<file path="src/rtl/sc_game_pkg.sv">
// Shared constants for the Frogger state machine game: button indices and the
// per-button debounce state encoding.
package sc_game_pkg;

  localparam int NUM_BUTTONS = 5;

  localparam int BTN_START = 0;
  localparam int BTN_UP    = 1;
  localparam int BTN_DOWN  = 2;
  localparam int BTN_LEFT  = 3;
  localparam int BTN_RIGHT = 4;

  localparam int DEFAULT_DEBOUNCE_CYCLES = 1000000;

  localparam logic [1:0] RELEASED     = 2'd0;
  localparam logic [1:0] WAIT_PRESS   = 2'd1;
  localparam logic [1:0] PRESSED      = 2'd2;
  localparam logic [1:0] WAIT_RELEASE = 2'd3;

  // Both held-side states drive the debounced level low.
  function automatic logic isHeld(input logic [1:0] state);
    return (state == PRESSED) || (state == WAIT_RELEASE);
  endfunction

endpackage

</file>
<file path="src/rtl/sc_buttondebounce_channel.sv">
// One button: 2-flop synchronizer, debounce FSM with stability counter, press pulse.
// Optional auto-repeat while held when SC_BUTTONCONDITIONER_AUTOREPEAT_EN is defined.
module sc_buttondebounce_channel
  import sc_game_pkg::*;
#(
  parameter int DEBOUNCE_CYCLES = DEFAULT_DEBOUNCE_CYCLES,
  parameter int CNT_WIDTH       = 20
`ifdef SC_BUTTONCONDITIONER_AUTOREPEAT_EN
  ,
  parameter int REPEAT_DELAY    = 25000000,
  parameter int REPEAT_PERIOD   = 10000000
`endif
) (
  input  logic SC_STATEMACHINEGAME_CLOCK_50,
  input  logic SC_STATEMACHINEGAME_RESET_InHigh,
  input  logic rawLow,
  output logic levelLow,
  output logic pressLow
);

  localparam logic [CNT_WIDTH-1:0] CNT_LAST = CNT_WIDTH'(DEBOUNCE_CYCLES - 1);

  logic                 syncRaw_p0;
  logic                 syncRaw_p1;
  logic [1:0]           state;
  logic [1:0]           stateNxt;
  logic [CNT_WIDTH-1:0] cnt;
  logic [CNT_WIDTH-1:0] cntNxt;
  logic                 acceptPulse;
  logic                 rptFire;

  always_comb begin
    stateNxt    = state;
    cntNxt      = cnt;
    acceptPulse = 1'b0;
    case (state)
      RELEASED: begin
        if (!syncRaw_p1) begin
          stateNxt = WAIT_PRESS;
          cntNxt   = CNT_WIDTH'(1);
        end
      end
      WAIT_PRESS: begin
        if (syncRaw_p1) begin
          stateNxt = RELEASED;
          cntNxt   = '0;
        end else if (cnt == CNT_LAST) begin
          stateNxt    = PRESSED;
          cntNxt      = '0;
          acceptPulse = 1'b1;
        end else begin
          cntNxt = cnt + 1'b1;
        end
      end
      PRESSED: begin
        if (syncRaw_p1) begin
          stateNxt = WAIT_RELEASE;
          cntNxt   = CNT_WIDTH'(1);
        end
      end
      default: begin
        // A bounce back to low returns to PRESSED without a new pulse.
        if (!syncRaw_p1) begin
          stateNxt = PRESSED;
          cntNxt   = '0;
        end else if (cnt == CNT_LAST) begin
          stateNxt = RELEASED;
          cntNxt   = '0;
        end else begin
          cntNxt = cnt + 1'b1;
        end
      end
    endcase
  end

`ifdef SC_BUTTONCONDITIONER_AUTOREPEAT_EN
  localparam int RPT_W = $clog2(REPEAT_DELAY + 1);
  localparam logic [RPT_W-1:0] RPT_LAST   = RPT_W'(REPEAT_DELAY - 1);
  localparam logic [RPT_W-1:0] RPT_RELOAD = RPT_W'(REPEAT_DELAY - REPEAT_PERIOD);

  logic [RPT_W-1:0] rptCnt;
  logic             stayPressed;

  assign stayPressed = (state == PRESSED) && (stateNxt == PRESSED);
  assign rptFire     = stayPressed && (rptCnt == RPT_LAST);

  // Reloading below the delay makes later repeats land every REPEAT_PERIOD.
  always_ff @(posedge SC_STATEMACHINEGAME_CLOCK_50 or posedge SC_STATEMACHINEGAME_RESET_InHigh) begin
    if (SC_STATEMACHINEGAME_RESET_InHigh) begin
      rptCnt <= '0;
    end else if (!stayPressed) begin
      rptCnt <= '0;
    end else if (rptFire) begin
      rptCnt <= RPT_RELOAD;
    end else begin
      rptCnt <= rptCnt + 1'b1;
    end
  end
`else
  assign rptFire = 1'b0;
`endif

  // Synchronizer stages, then FSM and registered outputs.
  always_ff @(posedge SC_STATEMACHINEGAME_CLOCK_50 or posedge SC_STATEMACHINEGAME_RESET_InHigh) begin
    if (SC_STATEMACHINEGAME_RESET_InHigh) begin
      syncRaw_p0 <= 1'b1;
      syncRaw_p1 <= 1'b1;
      state      <= RELEASED;
      cnt        <= '0;
      levelLow   <= 1'b1;
      pressLow   <= 1'b1;
    end else begin
      syncRaw_p0 <= rawLow;
      syncRaw_p1 <= syncRaw_p0;
      state      <= stateNxt;
      cnt        <= cntNxt;
      levelLow   <= ~isHeld(stateNxt);
      pressLow   <= ~(acceptPulse | rptFire);
    end
  end

endmodule

</file>
<file path="src/rtl/sc_buttonconditioner.sv">
// Conditions the five raw active-low game buttons into debounced levels and press pulses.
// Optional auto-repeat is enabled by defining SC_BUTTONCONDITIONER_AUTOREPEAT_EN.
module sc_buttonconditioner #(
  parameter int DEBOUNCE_CYCLES = sc_game_pkg::DEFAULT_DEBOUNCE_CYCLES,
  parameter int CNT_WIDTH       = 20,
  parameter int NUM_BUTTONS     = sc_game_pkg::NUM_BUTTONS
`ifdef SC_BUTTONCONDITIONER_AUTOREPEAT_EN
  ,
  parameter int REPEAT_DELAY    = 25000000,
  parameter int REPEAT_PERIOD   = 10000000
`endif
) (
  input  logic                   SC_STATEMACHINEGAME_CLOCK_50,
  input  logic                   SC_STATEMACHINEGAME_RESET_InHigh,
  input  logic [NUM_BUTTONS-1:0] SC_BUTTONCONDITIONER_Raw_InLow,
  output logic [NUM_BUTTONS-1:0] SC_BUTTONCONDITIONER_Level_OutLow,
  output logic [NUM_BUTTONS-1:0] SC_BUTTONCONDITIONER_Press_OutLow
);

  import sc_game_pkg::*;

  for (genvar gi = 0; gi < NUM_BUTTONS; gi++) begin : gChannel
    sc_buttondebounce_channel #(
      .DEBOUNCE_CYCLES(DEBOUNCE_CYCLES),
      .CNT_WIDTH      (CNT_WIDTH)
`ifdef SC_BUTTONCONDITIONER_AUTOREPEAT_EN
      ,
      .REPEAT_DELAY   (REPEAT_DELAY),
      .REPEAT_PERIOD  (REPEAT_PERIOD)
`endif
    ) uChannel (
      .SC_STATEMACHINEGAME_CLOCK_50    (SC_STATEMACHINEGAME_CLOCK_50),
      .SC_STATEMACHINEGAME_RESET_InHigh(SC_STATEMACHINEGAME_RESET_InHigh),
      .rawLow                          (SC_BUTTONCONDITIONER_Raw_InLow[gi]),
      .levelLow                        (SC_BUTTONCONDITIONER_Level_OutLow[gi]),
      .pressLow                        (SC_BUTTONCONDITIONER_Press_OutLow[gi])
    );
  end

endmodule
</file>
<file path="config.mk">
export PLATFORM = sky130hd
export DESIGN_NAME = sc_buttonconditioner
export DESIGN_NICKNAME = d
export VERILOG_FILES = /design/src/rtl/sc_game_pkg.sv /design/src/rtl/sc_buttondebounce_channel.sv /design/src/rtl/sc_buttonconditioner.sv
export SDC_FILE = /design/constraint.sdc
export NUM_CORES = 1
export LEC_CHECK = 0
export CAP_MARGIN = 20
export CORE_MARGIN = 2
export CORE_UTILIZATION = 35
export CTS_CLUSTER_DIAMETER = 30
export DETAILED_ROUTE_END_ITERATION = 6
export GPL_TIMING_DRIVEN = 0
export SYNTH_ARGS = -nofsm -noshare
export SYNTH_HDL_FRONTEND = slang
export SYNTH_HIERARCHICAL = 1
export SYNTH_SLANG_ARGS = --single-unit
export TNS_END_PERCENT = 50
</file>
<file path="constraint.sdc">
create_clock -name SC_STATEMACHINEGAME_CLOCK_50 -period 3.6 [get_ports SC_STATEMACHINEGAME_CLOCK_50]
set_clock_uncertainty 0.2 [all_clocks]
set_input_delay 0.9 -clock SC_STATEMACHINEGAME_CLOCK_50 [delete_from_list [all_inputs] [get_ports SC_STATEMACHINEGAME_CLOCK_50]]
set_output_delay 0.9 -clock SC_STATEMACHINEGAME_CLOCK_50 [all_outputs]
set_load 0.02 [all_outputs]
</file>
==> qor.txt <==
final hold violations -> 0
layout cells sized above 1 -> 13.4%
# Max-Cap Violations -> 0
Leakage -> 0.00318 uW
Slew HR -> 48.1%
# setup viols final -> 0
register bit total from synthesis -> 130
met2 WL post-DR -> 7000 um
cell area power density -> 423 mW/mm^2
Top Ports -> 17
Worst Setup SP -> gChannel[0].uChannel/pressLow
pre-CTS setup slack -> 0.951 ns
Rows -> 51
clk buf depth -> 2
antenna-violating nets left -> 0
pin count of the biggest net entering global routing -> 27
hold slack -> 0.155 ns
Setup Buffers After CTS -> 0
CTS buffer count -> 17
Tmin final -> 2.64 ns
Hold Crit Depth -> 0
r2r setup slk -> 1.12 ns
Power, Total -> 3480 uW
Worst Tran Pin Value -> 0.775 ns
crit start category -> flop
commonest non-fill, non-tap cells in the layout -> dfrtp_1 (110), nand2_1 (74), nand3_1 (64)
drt initial violations -> 484
top_reg_cell synth -> dfrtp_1
Buf+Inv Stages, Crit Path -> 1
R2R Path End -> gChannel[3].uChannel/cnt[15]
overall routing resource usage -> 15.3%
initial antenna violation count -> 0
Peak Freq -> 379 MHz
vias in the first global route -> 5,439
CP max FO -> 1
die area -> 0.0212 mm^2
# port buffers -> 16
Area Growth Syn to Fin -> 17.1%
required time of the critical path -> 2.50 ns
Routed WL -> 15,600 um
width of the die -> 146 um
post-cts gate resize count -> 0
post-synthesis sequential area ratio -> 46.7%
clock transition at the registers of the reported paths -> 0.06 ns
first drt pass iteration count -> 5
delay-heaviest family, CP -> buffers and inverters
status -> finished clean
Placed Area -> 0.00751 mm^2
met3 routed WL -> 595 um
global-route wire length before repair -> 26,900 um
metal1 wirelength -> 7870 um
Hold Buf Count CTS -> 0
Final Max Slew Viols -> 0
Avg WL per Cell -> 14.9 um
hold path start -> gChannel[1].uChannel/syncRaw_p0
syn_nets -> 744
Ant. Diodes -> 0
Post-Syn Area -> 0.00702 mm^2
commonest non-fill, non-tap cell in the layout -> dfrtp_1
DR vias -> 5,642
Clock Tree Root -> clkbuf_16
Post-synth EDFFs -> 0
Final #Nets -> 784
TritonCTS clock tree -> done
Cell variety after synth -> 52
Starting Density -> 35.8%
TNS Setup -> 0 ns
Clk Latency, worst-skew pair -> 0.42 ns
Final HPWL DP -> 10,400 um
DR top layer -> met4
Sink Count -> 130
Syn Inst Count -> 732
DRC -> 0
CP Data Arrival Time -> 1.54 ns
worst vdd ir -> 0.000286 V
RR Startpoint -> gChannel[3].uChannel/cnt[0]
H-Tree Depth -> 4
mean post-synth cell area -> 9.59 um^2
die span in y -> 146 um
Layout Cell Area excl Fill -> 0.00822 mm^2
worst-path cell chain -> clkdlybuf4s50_1
Core ar. -> 0.0196 mm^2
Critical-path top delay cell -> clkdlybuf4s50_1
class of the worst hold path -> reg -> reg
RePlAce Congestion -> 0.793
length in cells of the worst reg-to-reg path -> 7
Worst Hold End -> gChannel[1].uChannel/syncRaw_p1
synth warn -> 6
Post-synth ARST share -> 100%
kind of critical path -> reg -> out
CP endpoint kind -> output pin
global route overflow -> 0
RSZ-0062 raised after global routing -> false
fin crit share -> 73.3%
CP max stage delay -> 0.60 ns
Via density -> 5.37
worst setup margin -> 0.962 ns
[sequential cells by signal (all words and copies together) (netlist names)]
| register | cells |
|---|---|
| gChannel.uChannel/cnt | 100 |
| gChannel.uChannel/state | 10 |
| gChannel.uChannel/syncRaw_p0 | 5 |
| gChannel.uChannel/syncRaw_p1 | 5 |
| gChannel.uChannel/levelLow | 5 |
| gChannel.uChannel/pressLow | 5 |
[cells in the mapped netlist (5+ instances only)]
cell	n	area share [%]
a21o_1	8	0.86
or4_4	5	0.80
nand3b_1	8	0.86
a21oi_1	59	4.2
a21oi_2	5	0.62
and3_1	18	1.6
or3_1	17	1.5
xnor2_1	13	1.6
nand4_1	27	2.4
dfstp_2	20	7.5
inv_1	28	1.5
nand2b_1	13	1.2
nor3_2	8	1.1
a31oi_1	10	0.89
and2_1	18	1.6
ha_1	5	0.89
o31ai_1	9	0.96
nor4_4	5	1.5
mux2i_1	34	4.8
xor2_1	6	0.75
o21ai_0	32	2.3
nor4_1	5	0.45
nand3_1	64	4.6
dfrtp_1	110	39
a22o_1	17	2.1
buf_2	9	0.64
nand2_1	74	4.0
clkbuf_1	14	0.75
nor2_1	34	1.8
[worst register-to-register path, cell delays in order, from the launching register on]
cell and delay (ns):
dfrtp_1 0.43, ha_1 0.24, nand3_1 0.21, nor4_1 0.55, a21oi_2 0.20, buf_2 0.26, a21oi_1 0.18, mux2i_1 0.09
[routing by layer]
metal,track usage [%],up-vias
met4,4.26,0
met3,3.76,9
met5,0,-
li1,-,2772
met1,21.8,2752
met2,23.3,109
[metrics by stage]
step                cells  utilization [%]
floorplan             732                -
global placement     1013             38.3
detailed placement   1013             38.3
CTS                  1045             41.4
global route         1050             41.9
finish               1050             41.9
[cell type report]
| type | count | area [um^2] |
|---|---|---|
| plain buffers | 25 | 116 |
| clock buffers | 18 | 439 |
| clock inverters | 14 | 154 |
| fillers | 1900 | 11400 |
| inverters | 28 | 105 |
| multi-input cells | 549 | 3520 |
| flip-flops and latches | 130 | 3280 |
| well taps | 265 | 332 |
| repair buffers | 21 | 273 |
[power breakdown]
part	switching (uW)	internal (uW)
Sequential	42.5	1500
Combinational	130	77.2
Clock	684	1050
[worst max-delay path by stage]
| stage | to | cells past startpoint |
|---|---|---|
| 6_report | SC_BUTTONCONDITIONER_Press_OutLow[0] | 1 |
| 3_3_place_gp | gChannel[1].uChannel/cnt[2] | 2 |
| 3_5_place_dp | gChannel[0].uChannel/state[1] | 2 |
| 4_1_cts | SC_BUTTONCONDITIONER_Press_OutLow[0] | 1 |
| 5_1_grt | SC_BUTTONCONDITIONER_Press_OutLow[0] | 1 |
| 2_1_floorplan | gChannel[4].uChannel/cnt[17] | 5 |
[cell families after synthesis]
family | count (synthesis) | synth area share (%)
AOI/OAI and AO/OA | 159 | 14.1
buffers and inverters | 53 | 3.15
adders and majority gates | 5 | 0.891
and+or+nand+nor | 328 | 27.1
xor gates and xnor gates | 19 | 2.37
DFF | 130 | 46.7
muxes | 38 | 5.70
Note: power is estimated with default switching activity, not from simulation.
